[config.mk]
export PLATFORM = sky130hd
export DESIGN_NAME = apb_master
export DESIGN_NICKNAME = d
export VERILOG_FILES = /design/src/rtl/apb_pkg.sv /design/src/rtl/apb_master_timer.sv /design/src/rtl/apb_master.sv
export SDC_FILE = /design/constraint.sdc
export NUM_CORES = 1
export LEC_CHECK = 0
export BUFFER_PORTS_ARGS = -buffer_cell sky130_fd_sc_hd__buf_2
export CELL_PAD_IN_SITES_DETAIL_PLACEMENT = 1
export CELL_PAD_IN_SITES_GLOBAL_PLACEMENT = 1
export CORE_ASPECT_RATIO = 0.7
export CORE_MARGIN = 10
export CORE_UTILIZATION = 37
export CTS_CLUSTER_SIZE = 28
export DETAILED_ROUTE_END_ITERATION = 10
export GPL_TIMING_DRIVEN = 0
export PLACE_DENSITY_LB_ADDON = 0.1
export SYNTH_ARGS = -nofsm -noshare
export SYNTH_HDL_FRONTEND = slang
export SYNTH_SLANG_ARGS = --single-unit
[constraint.sdc]
create_clock -name clk -period 3.7 [get_ports clk]
set_input_delay 0.37 -clock clk [delete_from_list [all_inputs] [get_ports clk]]
set_output_delay 0.37 -clock clk [all_outputs]
set_load 0.05 [all_outputs]
[src/rtl/apb_pkg.sv]
// Shared types and default widths for the APB requester.
package apb_pkg;

   localparam int ADDR_W_DEF = 8;
   localparam int DATA_W_DEF = 8;

   typedef enum logic [1:0] {
      IDLE   = 2'b00,
      SETUP  = 2'b01,
      ACCESS = 2'b10
   } apb_state_t;

endpackage

[src/rtl/apb_master_timer.sv]
// ACCESS wait-state counter; saturates at LIMIT and flags expiry.
module apb_master_timer #(
   parameter int LIMIT = 16
) (
   input  logic clk,
   input  logic rst,
   input  logic clear,
   input  logic enable,
   output logic expired
);

   localparam int W = $clog2(LIMIT + 1);

   logic [W-1:0] cnt;

   always_ff @(posedge clk or negedge rst) begin
      if (!rst)
         cnt <= '0;
      else if (clear)
         cnt <= '0;
      else if (enable && !expired)
         cnt <= cnt + 1'b1;
   end

   assign expired = (cnt == W'(LIMIT));

endmodule

[src/rtl/apb_master.sv]
// Single-outstanding APB requester: valid/ready command in, SETUP/ACCESS out.
// Optional ACCESS timeout enabled by defining APB_MASTER_TIMEOUT_EN.
module apb_master
   import apb_pkg::*;
#(
   parameter int ADDR_W      = ADDR_W_DEF,
   parameter int DATA_W      = DATA_W_DEF,
   parameter int TIMEOUT_CYC = 16
) (
   input  logic              clk,
   input  logic              rst,
   input  logic              cmd_valid,
   output logic              cmd_ready,
   input  logic              cmd_write,
   input  logic [ADDR_W-1:0] cmd_addr,
   input  logic [DATA_W-1:0] cmd_wdata,
   output logic              rsp_valid,
   output logic [DATA_W-1:0] rsp_rdata,
   output logic              rsp_err,
   output logic              psel,
   output logic              penable,
   output logic              pwrite,
   output logic [ADDR_W-1:0] paddr,
   output logic [DATA_W-1:0] pwdata,
   input  logic [DATA_W-1:0] prdata,
   input  logic              pready,
   input  logic              pslverr
);

   apb_state_t state_q, state_d;
   logic       done, tmo, accept;

   assign done      = (state_q == ACCESS) && pready;
   assign cmd_ready = (state_q == IDLE) || done;
   assign accept    = cmd_valid && cmd_ready;

`ifdef APB_MASTER_TIMEOUT_EN
   logic expired;

   // Held in clear outside ACCESS so every ACCESS phase starts from zero.
   apb_master_timer #(.LIMIT(TIMEOUT_CYC)) u_timer (
      .clk     (clk),
      .rst     (rst),
      .clear   (state_q != ACCESS),
      .enable  ((state_q == ACCESS) && !pready),
      .expired (expired)
   );

   assign tmo = (state_q == ACCESS) && !pready && expired;
`else
   logic unused_cfg;
   assign unused_cfg = ^TIMEOUT_CYC;
   assign tmo        = 1'b0;
`endif

   always_comb begin
      state_d = state_q;
      case (state_q)
         IDLE:    if (accept) state_d = SETUP;
         SETUP:   state_d = ACCESS;
         ACCESS: begin
            if (done)     state_d = accept ? SETUP : IDLE;
            else if (tmo) state_d = IDLE;
         end
         default: state_d = IDLE;
      endcase
   end

   always_ff @(posedge clk or negedge rst) begin
      if (!rst) begin
         state_q   <= IDLE;
         pwrite    <= 1'b0;
         paddr     <= '0;
         pwdata    <= '0;
         rsp_valid <= 1'b0;
         rsp_err   <= 1'b0;
         rsp_rdata <= '0;
      end else begin
         state_q   <= state_d;
         if (accept) begin
            pwrite <= cmd_write;
            paddr  <= cmd_addr;
            pwdata <= cmd_wdata;
         end
         rsp_valid <= done || tmo;
         rsp_err   <= done ? pslverr : tmo;
         // pwrite still describes the finishing transfer at this edge.
         rsp_rdata <= (done && !pwrite && !pslverr) ? prdata : '0;
      end
   end

   assign psel    = (state_q == SETUP) || (state_q == ACCESS);
   assign penable = (state_q == ACCESS);

endmodule

==> results of run 1 <==
cell families after synthesis:
group | synth area share
DFF | 0.6067
muxes | 0.2008
and+or+nand+nor | 0.09205
buffers and inverters | 0.02929
AOI/OAI and AO/OA | 0.02929
adders and majority gates | 0.04184
area by class of cell:
cell class | instances | area, µm² | area share
clock buffers | 7 | 86.33 | 0.05312
plain buffers | 1 | 20.02 | 0.01232
well taps | 38 | 47.55 | 0.02925
inverters | 4 | 15.01 | 0.009238
flip-flops and latches | 29 | 725.7 | 0.4465
repair buffers | 59 | 295.3 | 0.1817
multi-input cells | 42 | 435.4 | 0.2679
layer usage:
layer,global-route usage,vias up
met2,0.1603,37
met4,0.04762,0
li1,-,382
met1,0.09577,378
met5,0,-
met3,0.07572,5
stage by stage:
stage	cells	hold slack [ns]	util	area (µm²)
3_3_place_gp	173	0.4261	0.4922	1539
4_1_cts	180	0.1313	0.5198	1625
5_1_grt	180	0.1594	0.5198	1625
3_5_place_dp	173	0.4289	0.4922	1539
2_1_floorplan	76	0.07441	-	1196
6_report	180	0.1190	0.5198	1625
worst paths after layout:
check	cells after the start	start	slack, ns	end
setup / recovery	4	state_q[0]	1.83	cmd_ready
hold / removal	1	rst	0.12	paddr[1]
setup reg to reg	6	state_q[0]	1.97	paddr[1]
hold reg to reg	1	pwdata[1]	0.50	pwdata[1]
max in group asynchronous	1	rst	3.17	pwrite
min in group clk	2	prdata[0]	0.31	rsp_rdata[0]
power by group:
part	total, mW	internal (mW)	switching (mW)
registers	0.489	0.429	0.0602
logic	0.894	0.284	0.610
clock network	0.249	0.147	0.102
flip-flops by register name (all words and copies together), names as in the netlist:
register and cells:
paddr 8, pwdata 8, pwrite 1, rsp_err 1
rsp_rdata 8, rsp_valid 1, state_q 2
critical path: cells and delay by family, from the launching register on:
| kind | cells | cell delay, ns |
|---|---|---|
| DFF | 1 | 0.42 |
| buffers and inverters | 2 | 0.36 |
| adders and majority gates | 1 | 0.27 |
| AOI/OAI and AO/OA | 1 | 0.17 |
cells in the mapped netlist (all sizes together):
library cell and n:
a21o 1, and2 9, and2b 1, and3 1
buf 1, dfrtp 29, ha 4, inv 4
mux2 18, nand2 3, nor2b 1, nor3b 1
o21ai 1, o221ai 1, o22ai 1
==> results.txt, run 1 <==
Once routing completed, OpenROAD measured the worst setup slack at 1.834 ns. Final critical-path share of the clock period: 0.5043. The minimum clock period works out to 1.866 ns.

The clock latency on the worst-skew pair came out at 0.27 ns. In this run, synthesis produced a sequential element count of 29. The worst setup path is launched from a flop. The die covers 0.005943 mm². Along the worst path, the maximum fanout reaches 7. The run gives 0 as the count of endpoints failing hold in the final timing report. The congestion estimate from routability-driven global placement came to 0.6721. The root buffer selected by CTS was sky130_fd_sc_hd__clkbuf_8. Hold buffer count at cts: 0. The worst stage delay on the critical path was 0.42 ns; the critical path data required time was 3.33 ns. After synthesis, the netlist uses 17 different library cells. The share of the yosys chip area belonging to registers is 0.6067. Measured along the y axis, the die boundary spans 67.57 µm. Entering global routing, the biggest net connects 30 pins. IR analysis of the VDD net gives a maximum drop of 0.5165 mV.

The tools report the highest clock rate as 536.0 MHz. The logs give 0 for the number of gates given a new drive strength after cts and 0 for the count of buffers added by post-CTS timing repair for setup. The worst setup path is of the flop to output pin kind.

The clock-pin slew on the worst setup and hold paths was 0.06 ns. In the layout the commonest cells are 59 x sky130_fd_sc_hd__buf_2, 29 x sky130_fd_sc_hd__dfrtp_1, 10 x sky130_fd_sc_hd__mux2_4. The clock net in this run drives a total of 29 sinks. The synthesized design spends more area on one cell type than any other, namely sky130_fd_sc_hd__dfrtp_1. The TritonCTS buffer count is 5. Among all stages on the critical path, the largest delay is contributed by sky130_fd_sc_hd__dfrtp_1. After the first detailed-routing iteration, the DRC count stood at 25.

The design draws 1.633 mW. Walking the worst path, the cells encountered are inv_1 -> ha_1 -> a21o_4 -> buf_2. The type of destination of the critical path is an output pin. The pre-antenna-repair detailed-routing pass consisted of 2 iterations.

Max-cap violations in this run came to 0. Buffers placed on the I/O ports in this run total 59. 0 antenna diodes ended up in the layout.

The worst hold path belongs to the class input port to async pin. Top-area cell type share of the netlist area: 0.6067. The library cell used most frequently in the layout, excluding fill and tap cells, is sky130_fd_sc_hd__buf_2. Setup violations remaining at the end of the flow were counted as 0.

The tools report the number of global-route vias before repair as 924. Summed over all layers, the global routing overflow is 0. The routed design uses 438 µm of met3 wire. The die is 87.96 µm wide.

The largest clock skew in the final design is 0.004643 ns, and the final net count is 176. Relative to the synthesized area, the layout overhead comes to 35.88%. The normalized max-slew margin is 0.5829, and the transition time at the pin with the least slew margin is 0.6257 ns.

The logs give 2391 µm for the post-detailed-placement half-perimeter wirelength and 0 for the post-detailed-route count of antenna-violating nets. The global routing usage summed across all routing layers came out at 0.1005. In this run the static leakage power is 0.8960 nW. For the number of max-slew violations in the final report, the log shows 0. In the post-synthesis netlist, the biggest area contributors are sky130_fd_sc_hd__dfrtp_1 61%, sky130_fd_sc_hd__mux2_4 13%, sky130_fd_sc_hd__mux2_2 7.5%.

The tools report the first-pass GRT wire length as 4457 µm. The H-tree generated during clock tree synthesis spans 2 levels. The number of nets handed over by synthesis was 110.

For this block, the via count after detailed routing is 802. The buffer levels on the longest clock path came out at 2. Setup repair after global routing left no endpoint under its margin.

After detailed routing, no signal wire sits above met4. The initial antenna violation count is 0. For this block, wires on met1 add up to 1065 µm.

Dividing the detail-routed wire length by the instance count gives 16.07 µm. The mapped netlist covers 0.001196 mm². The ratio of cells with drive above 1 in the final layout was 0.6268; the power per unit of standard cell area was 1004 mW/mm². After detailed routing, the met2 layer carries 1358 µm of wire. 60 I/O pins were placed.

The core outline area is 0.003127 mm², and the DRC violations left is 0. The run gives 0 as the count of yosys warnings during synthesis. TritonCTS built the clock tree. Prior to clock tree synthesis, the placed netlist has a worst setup slack of 1.951 ns.

The filler cells instantiated in the layout total 345. Data on the critical path arrives at its endpoint at 1.50 ns. The ratio of routed vias to standard cells works out to 4.456.

The initial core utilization was 0.3826. The number of cell rows came out at 17. The post-synthesis cell count came out at 76. The routed wire length came out at 2892 µm.

The run finished with clean final reports. The average instance in the mapped netlist occupies 15.74 µm². Adding up every negative setup slack in the final design gives 0 ns.
(Power assumes the default switching activity.)
==> run 2, diff against run 1 <==
--- a/config.mk
+++ b/config.mk
@@ -5,12 +5,13 @@
 export SDC_FILE = /design/constraint.sdc
 export NUM_CORES = 1
 export LEC_CHECK = 0
+export ABC_AREA = 1
 export BUFFER_PORTS_ARGS = -buffer_cell sky130_fd_sc_hd__buf_2
 export CELL_PAD_IN_SITES_DETAIL_PLACEMENT = 1
 export CELL_PAD_IN_SITES_GLOBAL_PLACEMENT = 1
 export CORE_ASPECT_RATIO = 0.7
 export CORE_MARGIN = 10
-export CORE_UTILIZATION = 37
+export CORE_UTILIZATION = 28
 export CTS_CLUSTER_SIZE = 28
 export DETAILED_ROUTE_END_ITERATION = 10
 export GPL_TIMING_DRIVEN = 0
==> constraint.sdc (replaced) <==
create_clock -name clk -period 1.6 [get_ports clk]
set_input_delay 0.16 -clock clk [delete_from_list [all_inputs] [get_ports clk]]
set_output_delay 0.16 -clock clk [all_outputs]
set_load 0.05 [all_outputs]
==> run 2 against run 1 <==
  * First-iteration DRC count down 16%
  * Clock power up 130%
  * Final area up 4.2%
  * Routed wire length up 26%
  * Global-route usage up 0.71 points
  * Sequential power up 130%
  * Synthesized area down 0.84%
  * Critical path depth up 1
  * Power up 130%
  * Clock-buffer cell count down 1
  * Utilization down 9.6 points
  * Critical endpoint unchanged
==> results.txt, run 2 <==
Leaving out fill and tap cells, the most frequent cells in the layout are 58 x sky130_fd_sc_hd__buf_2, 42 x sky130_fd_sc_hd__nand2_1, 29 x sky130_fd_sc_hd__dfrtp_1. Ratio of routed vias to standard cells: 4.372. The kind of critical path was flop to output pin.

On the final layout, the worst hold slack is 0.08194 ns. The most instantiated library cell after synthesis is sky130_fd_sc_hd__nand2_1. The top-area cell type share of the netlist area works out to 0.6118.

Along the worst hold path, the cell count comes to 3. In this run the static leakage power is 1.040 nW. The first global-routing pass estimated 6203 µm of wire.

For the count of final setup violators, the log shows 0. The initial core utilization was 0.2970. The routed wire length is 3633 µm, and the register bit count reported by yosys is 29.

The largest single stage delay on the critical path is 0.41 ns. The total non-filler cell area in the finished layout is 0.001694 mm². The worst hold path begins at prdata[0].

Count of buffers from port buffering: 58. The endpoint arrival time on the critical path was 1.35 ns; the final-layout setup total negative slack was 0 ns. The sum of buffers and inverters on the critical path is 2. Share of the yosys chip area belonging to registers: 0.6118. STA classifies the critical path endpoint as an output pin.

The number of cell rows is 19, and the number of cells in the design after placement is 237. The number of enable-type register cells in the synthesized netlist came out at 0. For the post-synthesis cell count, the log shows 127. The signal on the critical path passes through inv_1 -> ha_2 -> nand2_2 -> nand2_8 -> buf_6. Data on the critical path is required at its endpoint by 1.44 ns.

The Yosys step of the flow raised 0 warnings. The run gives 0 as the initial antenna violation count. 60 I/O pins were placed. Leading cell type in the layout, fill and taps excluded: sky130_fd_sc_hd__buf_2. For the finished layout, the period the worst path requires is 1.514 ns. No sink is reached through more buffers than the 2 on the longest clock path. The core occupancy in the finished layout was 0.4242. The worst-case IR drop observed on VDD is 0.7456 mV.

The number of cells traversed by the worst register-to-register path was 9. The final critical-path share of the clock period was 0.9465. For the count of endpoints failing hold in the final timing report, the log shows 0. The DRC violations left came out at 0. The power per unit of standard cell area was 2237 mW/mm².

The run gives 0.1075 as the global routing usage summed across all routing layers. The clock reaches the later pin of the worst-skew pair after 0.28 ns. For the area of placed instances, the log shows 0.001544 mm².

The floorplan die height was 74.46 µm; the highest clock rate was 660.3 MHz. The pin count of the biggest net entering global routing is 30, and the slack of the worst reg-to-reg path is 0.11 ns. The root buffer selected by CTS is sky130_fd_sc_hd__clkbuf_8. After synthesis, the mean cell area works out to 9.340 µm².

TritonCTS built the clock tree. The tools report the CTS H-tree depth as 2. The number of maximum-capacitance constraint violations is 0, and the highest net fanout along the worst path is 4. Once detail routing completed, the nets flagged for antenna violations numbered 0.

The placer congestion estimate was 0.7274. The run gives 29 as the clock sink count. The normalized max-slew margin is 0.5735, and the die outline width is 97.79 µm.

At the pin with the least slew margin, the transition time is 0.6397 ns. The worst hold path terminates at rsp_rdata[0]. Type of the tightest min-delay check: input port to flop. The first TritonRoute pass finished after 4 iterations. In this run the critical register-to-register path is captured at paddr[3]. Total power for the finished layout comes to 3.790 mW. The finished layout holds 250 standard cells, fillers aside. The logs give 231 for the final net count and 0.001186 mm² for the area of the mapped netlist.

The setup slack of the critical path after layout came out at 0.08555 ns. The worst setup path is launched from a flop. By area the synthesized netlist is led by sky130_fd_sc_hd__dfrtp_1 61%, sky130_fd_sc_hd__nand2_1 13%, sky130_fd_sc_hd__nand3_1 7.6%. The run gives 1,254 as the number of global-route vias before repair.

The number of max-slew violations in the final report came out at 0. The commonest cells after synthesis are 42 x sky130_fd_sc_hd__nand2_1, 29 x sky130_fd_sc_hd__dfrtp_1, 18 x sky130_fd_sc_hd__nand3_1, 16 x sky130_fd_sc_hd__inv_1, 10 x sky130_fd_sc_hd__nor2_1. Setup repair after global routing left no endpoint under its margin. The repair_antennas step left the layout with diodes totalling 0. The share of synthesized flip-flops with an asynchronous set or reset is 1.000, and the largest clock skew in the final design is 0.004359 ns. The ratio of cells with drive above 1 in the final layout was 0.3939. At the placement stage, the worst setup path has a slack of 0.01579 ns. The startpoint of the most critical register-to-register path was state_q[0]. The number of different library cells in the post-synthesis netlist is 12, and the synthesized netlist net count is 161. The number of clock buffers added by TritonCTS is 5.

The largest registers in the layout are paddr x8, pwdata x8, rsp_rdata x8. The die covers 0.007281 mm². The run gives 21 as the violation count after the first detailed-route iteration. The commonest register cell after synthesis is sky130_fd_sc_hd__dfrtp_1. After detailed routing, the average wire length per cell comes to 14.53 µm. Once detailed placement completed, the half-perimeter wirelength came to 2793 µm. Growth of design area from synthesis to finish: 42.83%.

Leftover overflow at the end of global routing: 0. For this design, the slowest cell found on the critical path is sky130_fd_sc_hd__dfrtp_1. The overall via count from detail_route is 1,093, and the core outline area is 0.003994 mm². The run finished with clean final reports. Clock-pin slew on the worst setup and hold paths: 0.06 ns.

Summed over all instances, the cell type with the most area after synthesis is sky130_fd_sc_hd__dfrtp_1. On the critical path the largest part of the delay comes from flip-flops.
-- run 2: cell count changes after synthesis, moves of 8 or more --
cell,delta
sky130_fd_sc_hd__mux2_4,-10
sky130_fd_sc_hd__nor2_1,+10
sky130_fd_sc_hd__nand2_1,+40
sky130_fd_sc_hd__mux2_2,-8
sky130_fd_sc_hd__nand3_1,+18
sky130_fd_sc_hd__and2_1,-9
sky130_fd_sc_hd__inv_1,+12
-- run 2: how the worst max path moves through the flow --
| stage | startpoint | to | slack (ns) | depth (start not counted) |
|---|---|---|---|---|
| floorplan | state_q[0] | paddr[1] | 0.05 | 7 |
| global placement | state_q[0] | cmd_ready | 0.06 | 6 |
| detailed placement | state_q[0] | cmd_ready | 0.02 | 6 |
| CTS | state_q[0] | cmd_ready | 0.06 | 5 |
| global route | state_q[0] | paddr[5] | 0.004 | 9 |
| finish | state_q[0] | cmd_ready | 0.09 | 5 |
-- run 2: area by class of cell --
cell class	instances	area [µm²]
Clock buffer	6	72.57
Buffer	3	23.77
Clock inverter	2	10.01
Multi-Input combinational cell	78	380.4
Timing Repair Buffer	64	356.6
Tap cell	52	65.06
Sequential cell	29	725.7
Inverter	16	60.06
Fill cell	498	2300
-- run 2: logic make-up (layout without fill, tap and decap cells) --
group / after synthesis / after routing / synth area share
buffers and inverters: 20 / 91 / 0.07700
adders and majority gates: 4 / 4 / 0.04220
AOI/OAI and AO/OA: 1 / 1 / 0.004215
and+or+nand+nor: 73 / 73 / 0.2648
DFF: 29 / 29 / 0.6118
-- run 2: layer usage --
| metal | GRT usage | part of all wire |
|---|---|---|
| met3 | 0.04348 | 0.067 |
| met2 | 0.1830 | 0.48 |
| met1 | 0.1200 | 0.44 |
| met4 | 0.04341 | 0.013 |
| met5 | 0 | 0 |
-- run 2: where the power goes --
group	total, mW	internal [mW]	switching [mW]
Combinational	2.12	0.555	1.56
Sequential	1.11	0.977	0.128
Clock	0.568	0.300	0.268
-- run 2: timing repair --
action	in CTS	in global routing
pin swaps	1	0
endpoints found under the hold margin	29	0
endpoints found under the setup margin	1	4
hold buffers	1	0
buffers inserted	4	1
gates resized for setup	4	0
-- run 2: worst reg2reg max path: stages (launching register included) --
cell and delay [ns]:
sky130_fd_sc_hd__dfrtp_1 0.41, sky130_fd_sc_hd__inv_1 0.10, sky130_fd_sc_hd__ha_2 0.20, sky130_fd_sc_hd__nand2_2 0.11
sky130_fd_sc_hd__nand2_8 0.11, sky130_fd_sc_hd__buf_12 0.10, sky130_fd_sc_hd__nand2_4 0.08, sky130_fd_sc_hd__buf_6 0.16
sky130_fd_sc_hd__nand2_1 0.07, sky130_fd_sc_hd__nand2_1 0.05
